--- config.mk ---
export PLATFORM = sky130hd
export DESIGN_NAME = sim_ctrl_monitor
export DESIGN_NICKNAME = d
export VERILOG_FILES = /design/src/rtl/sim_ctrl_monitor.sv
export SDC_FILE = /design/constraint.sdc
export NUM_CORES = 1
export LEC_CHECK = 0
export ABC_AREA = 1
export ABC_CLOCK_PERIOD_IN_PS = 2150
export CAP_MARGIN = 5
export CORE_ASPECT_RATIO = 1.25
export CORE_UTILIZATION = 49
export CTS_CLUSTER_DIAMETER = 50
export DETAILED_ROUTE_END_ITERATION = 8
export MAX_ROUTING_LAYER = met4
export PLACE_DENSITY = 0.81
export SKIP_CTS_REPAIR_TIMING = 1
export SLEW_MARGIN = 40
export SYNTH_ARGS = -nofsm -noshare
export SYNTH_HDL_FRONTEND = slang
export SYNTH_SLANG_ARGS = --single-unit
export TNS_END_PERCENT = 10
--- constraint.sdc ---
create_clock -name clk -period 2.15 [get_ports clk]
set_input_delay 0.5375 -clock clk [delete_from_list [all_inputs] [get_ports clk]]
set_output_delay 0.5375 -clock clk [all_outputs]
set_load 0.05 [all_outputs]
--- src/rtl/sim_ctrl_monitor.sv ---
// Simulation controller: holds the cores in reset, runs them, and collects per-hart
// pass/fail/exit results into a sticky final status with an optional cycle timeout.
module sim_ctrl_monitor #(
  parameter int unsigned NUM_HARTS         = 1,
  parameter int unsigned RESET_WAIT_CYCLES = 4,
  parameter int unsigned CNT_WIDTH         = 32,
  parameter int unsigned ABORT_ON_FAIL     = 1
) (
  input  logic                    clk,
  input  logic                    rst_n,
  input  logic [CNT_WIDTH-1:0]    max_cycles_i,
  input  logic [NUM_HARTS-1:0]    tests_passed_i,
  input  logic [NUM_HARTS-1:0]    tests_failed_i,
  input  logic [NUM_HARTS-1:0]    exit_valid_i,
  input  logic [32*NUM_HARTS-1:0] exit_value_i,
  output logic                    core_rst_no,
  output logic                    fetch_enable_o,
  output logic [CNT_WIDTH-1:0]    cycle_cnt_o,
  output logic                    done_o,
  output logic [1:0]              status_o,
  output logic [31:0]             exit_code_o,
  output logic [NUM_HARTS-1:0]    hart_done_o
);

  localparam int unsigned HoldW = (RESET_WAIT_CYCLES > 1) ? $clog2(RESET_WAIT_CYCLES) : 1;
  localparam logic [HoldW-1:0] HoldLast = HoldW'(RESET_WAIT_CYCLES - 1);

  localparam logic [1:0] StatusRun     = 2'b00;
  localparam logic [1:0] StatusPass    = 2'b01;
  localparam logic [1:0] StatusFail    = 2'b10;
  localparam logic [1:0] StatusTimeout = 2'b11;

  typedef enum logic [1:0] {StHold, StRun, StDone} state_e;

  state_e                 state_q, state_d;
  logic [HoldW-1:0]       hold_cnt_q, hold_cnt_d;
  logic [CNT_WIDTH-1:0]   cycle_cnt_q, cycle_cnt_d;
  logic                   core_rst_q, core_rst_d;
  logic                   fetch_en_q, fetch_en_d;
  logic                   done_q, done_d;
  logic [1:0]             status_q, status_d;
  logic [31:0]            exit_code_q, exit_code_d;
  logic [NUM_HARTS-1:0]   hart_done_q, hart_done_d;
  logic                   any_fail_q, any_fail_d;

  logic [NUM_HARTS-1:0]   hart_ev;
  logic [NUM_HARTS-1:0]   hart_fail;
  logic [31:0]            fail_code;

  always_comb begin
    state_d     = state_q;
    hold_cnt_d  = hold_cnt_q;
    cycle_cnt_d = cycle_cnt_q;
    done_d      = done_q;
    status_d    = status_q;
    exit_code_d = exit_code_q;
    hart_done_d = hart_done_q;
    any_fail_d  = any_fail_q;
    hart_ev     = '0;
    hart_fail   = '0;
    fail_code   = '0;

    for (int h = 0; h < int'(NUM_HARTS); h++) begin
      hart_ev[h]   = (tests_passed_i[h] | tests_failed_i[h] | exit_valid_i[h]) & ~hart_done_q[h];
      hart_fail[h] = hart_ev[h] &
                     (tests_failed_i[h] | (exit_valid_i[h] & (exit_value_i[32*h +: 32] != 32'd0)));
    end
    // Descending scan so the lowest failing index provides the code.
    for (int h = int'(NUM_HARTS) - 1; h >= 0; h--) begin
      if (hart_fail[h]) begin
        fail_code = (exit_valid_i[h] && (exit_value_i[32*h +: 32] != 32'd0)) ?
                    exit_value_i[32*h +: 32] : 32'd1;
      end
    end

    unique case (state_q)
      StHold: begin
        if (hold_cnt_q == HoldLast) begin
          state_d = StRun;
        end else begin
          hold_cnt_d = hold_cnt_q + HoldW'(1);
        end
      end
      StRun: begin
        hart_done_d = hart_done_q | hart_ev;
        any_fail_d  = any_fail_q | (|hart_fail);
        if (!any_fail_q && (|hart_fail)) begin
          exit_code_d = fail_code;
        end
        // Completion beats timeout when both occur on the same edge.
        if ((&hart_done_d) || ((ABORT_ON_FAIL != 0) && (|hart_fail))) begin
          state_d  = StDone;
          done_d   = 1'b1;
          status_d = any_fail_d ? StatusFail : StatusPass;
        end else if ((max_cycles_i != '0) && (cycle_cnt_q >= max_cycles_i)) begin
          state_d  = StDone;
          done_d   = 1'b1;
          status_d = StatusTimeout;
        end else if (cycle_cnt_q != '1) begin
          cycle_cnt_d = cycle_cnt_q + CNT_WIDTH'(1);
        end
      end
      StDone: begin
      end
      default: begin
        state_d = StHold;
      end
    endcase

    core_rst_d = (state_d != StHold);
    fetch_en_d = (state_d == StRun);
  end

  always_ff @(posedge clk or negedge rst_n) begin
    if (!rst_n) begin
      state_q     <= StHold;
      hold_cnt_q  <= '0;
      cycle_cnt_q <= '0;
      core_rst_q  <= 1'b0;
      fetch_en_q  <= 1'b0;
      done_q      <= 1'b0;
      status_q    <= StatusRun;
      exit_code_q <= '0;
      hart_done_q <= '0;
      any_fail_q  <= 1'b0;
    end else begin
      state_q     <= state_d;
      hold_cnt_q  <= hold_cnt_d;
      cycle_cnt_q <= cycle_cnt_d;
      core_rst_q  <= core_rst_d;
      fetch_en_q  <= fetch_en_d;
      done_q      <= done_d;
      status_q    <= status_d;
      exit_code_q <= exit_code_d;
      hart_done_q <= hart_done_d;
      any_fail_q  <= any_fail_d;
    end
  end

  assign core_rst_no    = core_rst_q;
  assign fetch_enable_o = fetch_en_q;
  assign cycle_cnt_o    = cycle_cnt_q;
  assign done_o         = done_q;
  assign status_o       = status_q;
  assign exit_code_o    = exit_code_q;
  assign hart_done_o    = hart_done_q;

endmodule

==> results.sh <==
export IMPL_post_dp_cell_area_um2=6940
export IMPL_drt_wl_total_um=17500
export IMPL_maxSlewViolCount=0
export IMPL_nNetsFinal=964
export IMPL_pwr_share_seq_pct=38.2
export IMPL_pwr_density_cell_nw_per_um2=509
export IMPL_avgViaCountPerCell=5.53
export IMPL_synth_avg_cell_area_um2=7.67
export IMPL_ys_types=34
export IMPL_worstSkewPairLatency_ns=0.34
export IMPL_power_leakage_nw=3.89
export IMPL_power_switching_mw=1.26
export IMPL_synth_top_area_share_pct=37.5
export IMPL_grt_pass1_wl_um=22500
export IMPL_rr_endpoint="cycle_cnt_o[22]"
export IMPL_r2r_start="cycle_cnt_o[11]"
export IMPL_final_area_um2=8070
export IMPL_die_area_um2=10600
export IMPL_cts_sinks=75
export IMPL_startpoint="cycle_cnt_o[11]"
export IMPL_core_area_um2=9760
export IMPL_place_hpwl_um=11100
export IMPL_drt_iter0_drc=340
export IMPL_wire_per_inst_um=17.7
export IMPL_power_mw=4.11
export IMPL_numCtsBuffers=9
export IMPL_final_common_cell="nand2_1"
export IMPL_route_vias_total=5484
export IMPL_r2r_worst_path_cells=16
export IMPL_reg2reg_slack_ns=-0.17
export IMPL_most_common_layout_cells="nand2_1 (167), buf_4 (88), clkdlybuf4s50_1 (72), inv_1 (57), dfrtp_1 (55)"
export IMPL_ys_seq_elements=75
export IMPL_grt_pass1_vias=5115
export IMPL_drc=0
export IMPL_area_growth_pct=61.0
export IMPL_hp_class="input port to asynchronous set/reset pin"
export IMPL_hold_violations=0
export IMPL_outcome="finished with violations"
export IMPL_die_h_um=115
export IMPL_ys_seq_area_share_pct=37.5
export IMPL_htree_num_levels=3
export IMPL_p_int_mw=2.85
export IMPL_grt_max_degree=76
export IMPL_fillers=572
export IMPL_synthTopCellsByArea="dfrtp_1 (37%), nand2_1 (15%), ha_1 (8.5%)"
export IMPL_initial_core_util_pct=51.3
export IMPL_tightest_slew_ns=0.545
export IMPL_yosys_area_top_type="dfrtp_1"
export IMPL_cts_tree="built"
export IMPL_cp_end_kind="flip-flop"
export IMPL_diodes=0
export IMPL_p_clk_share_pct=36.7
export IMPL_peakVddDrop_mv=0.465
export IMPL_first_pass_iters=5
export IMPL_clk_path_buf_depth=2
export IMPL_io_pins=139
export IMPL_violations="setup timing"
export IMPL_finalClockSkew_ns=0.0102
export IMPL_synth_flop_cell="dfrtp_1"
export IMPL_synth_edff_count=0
export IMPL_ys_warnings_count=0
export IMPL_synth_nets=756
export IMPL_relSlewSlack_pct=63.5
export IMPL_start_kind="flip-flop"
export IMPL_globalRouteTotalUtil_pct=27.9
export IMPL_root_buffer="clkbuf_16"
export IMPL_rsz0062_at_grt="true"
export IMPL_pwr_share_comb_pct=25.1
export IMPL_netlist_instances=653
export IMPL_globalRouteOverflowTotal=0
export IMPL_switching_share_pct=30.7
export IMPL_async_flop_share_pct=100
export IMPL_setup_violations=32
export IMPL_ant_nets=0
export IMPL_port_buffers=138
export IMPL_layout_setup_ws_ns=-0.173
export IMPL_maxCapViolations=0
export IMPL_num_rows=40
export IMPL_drive_gt1_share_pct=34.8
export IMPL_period_share_pct=108
export IMPL_fin_crit_ns=2.32
export IMPL_critPathKind="flip-flop to flip-flop"
export IMPL_cp_data_arrival_time_ns=2.55
export IMPL_max_freq_ghz=0.430
export IMPL_gp_congestion=0.938
export IMPL_synth_area_um2=5010
export IMPL_antenna_found_initial=0
export IMPL_path_max_fanout=7
export IMPL_worst_ep_required_time_ns=2.38
export IMPL_die_width_um=92.5
export IMPL_clk_pin_slew_ns=0.06
cell type report:
type	instances	area (µm²)	share of cell area, %
clock inverters	6	65.1	0.806
inverters	90	338	4.19
repair buffers	213	2140	26.5
flip-flops and latches	75	1900	23.6
well taps	126	158	1.95
multi-input cells	472	3240	40.1
clock buffers	10	229	2.84
worst max path at each step:
stage | to | slack [ns] | depth (start not counted)
3_3_place_gp | status_o[0] | -0.59 | 15
3_5_place_dp | core_rst_no | -0.65 | 14
6_report | cycle_cnt_o[22] | -0.17 | 16
2_1_floorplan | cycle_cnt_o[22] | 0.009 | 14
4_1_cts | core_rst_no | -0.30 | 14
5_1_grt | cycle_cnt_o[21] | -0.26 | 16
flip-flops by register name, summed over array words and instances (netlist names):
signal / count
core_rst_no: 1
hold_cnt_q: 2
exit_code_o: 32
done_o: 1
status_o: 2
fetch_enable_o: 1
cycle_cnt_o: 32
state_q: 2
hart_done_o: 1
any_fail_q: 1
metal layers:
metal	part of all wire [%]	up-vias	global-route usage, %
met2	52	298	50.6
met4	6.0	0	12.6
met1	35	2570	29.2
li1	-	2525	-
met3	7.3	91	5.16
met5	0	-	-
metrics by stage:
step	hold WS, ns	setup slack (ns)	setup TNS [ns]	utilization [%]	std cells
floorplan	0.242	0.00916	0	-	653
global placement	0.451	-0.589	-24.80	71.1	965
detailed placement	0.463	-0.655	-29.55	71.1	965
CTS	0.234	-0.303	-10.38	74.1	981
global route	0.250	-0.258	-6.89	82.7	992
finish	0.212	-0.173	-3.56	82.7	992
logic make-up (layout without fill, tap and decap cells):
kind of cell             after synthesis  after routing  synth area share (%)
adder cells (fa/ha/maj)               34             34                  8.49
flip-flops                            75             75                  37.5
XOR/XNOR                              29             29                  5.07
multiplexers                           1              1                 0.225
AND/OR/NAND/NOR                      318            319                  28.0
AO/OA/AOI/OAI                         89             89                  11.4
buffers and inverters                107            319                  9.31
synth_stat cells (3+ instances only):
master	number
nand2_1	202
inv_1	89
dfrtp_1	75
nor2_1	52
o21ai_0	36
ha_1	34
o21ai_2	28
nand4_1	21
xnor2_1	15
a21oi_1	14
nor3_1	14
xor2_1	14
nand3_1	6
nor4_1	6
buf_6	5
buf_2	4
clkbuf_1	4
o21ai_1	4
buf_4	3
nand3_2	3
nand3_4	3
nor3_2	3
o21a_1	3
worst max-delay path, stage by stage (launching register included):
cell and delay, ns:
dfrtp_2 0.43, ha_4 0.25, nand2_2 0.09, inv_1 0.05
nand2_1 0.08, nand2_1 0.08, nand2_1 0.07, nand2_1 0.05
nor2_1 0.14, nand2_1 0.06, nand2_1 0.08, nand2_1 0.06
nand2_2 0.15, nand3_4 0.22, clkbuf_16 0.24, nand2_2 0.07
o21ai_2 0.06
power groups by stage:
stage / logic, mW / clock network, mW / registers, mW
2_1_floorplan: 0.327 / 0 / 1.75
3_3_place_gp: 0.885 / 0 / 1.58
3_5_place_dp: 0.911 / 0 / 1.59
4_1_cts: 0.916 / 1.52 / 1.56
5_1_grt: 1.12 / 1.58 / 1.57
6_report: 1.03 / 1.51 / 1.57
(Power assumes the default switching activity.)
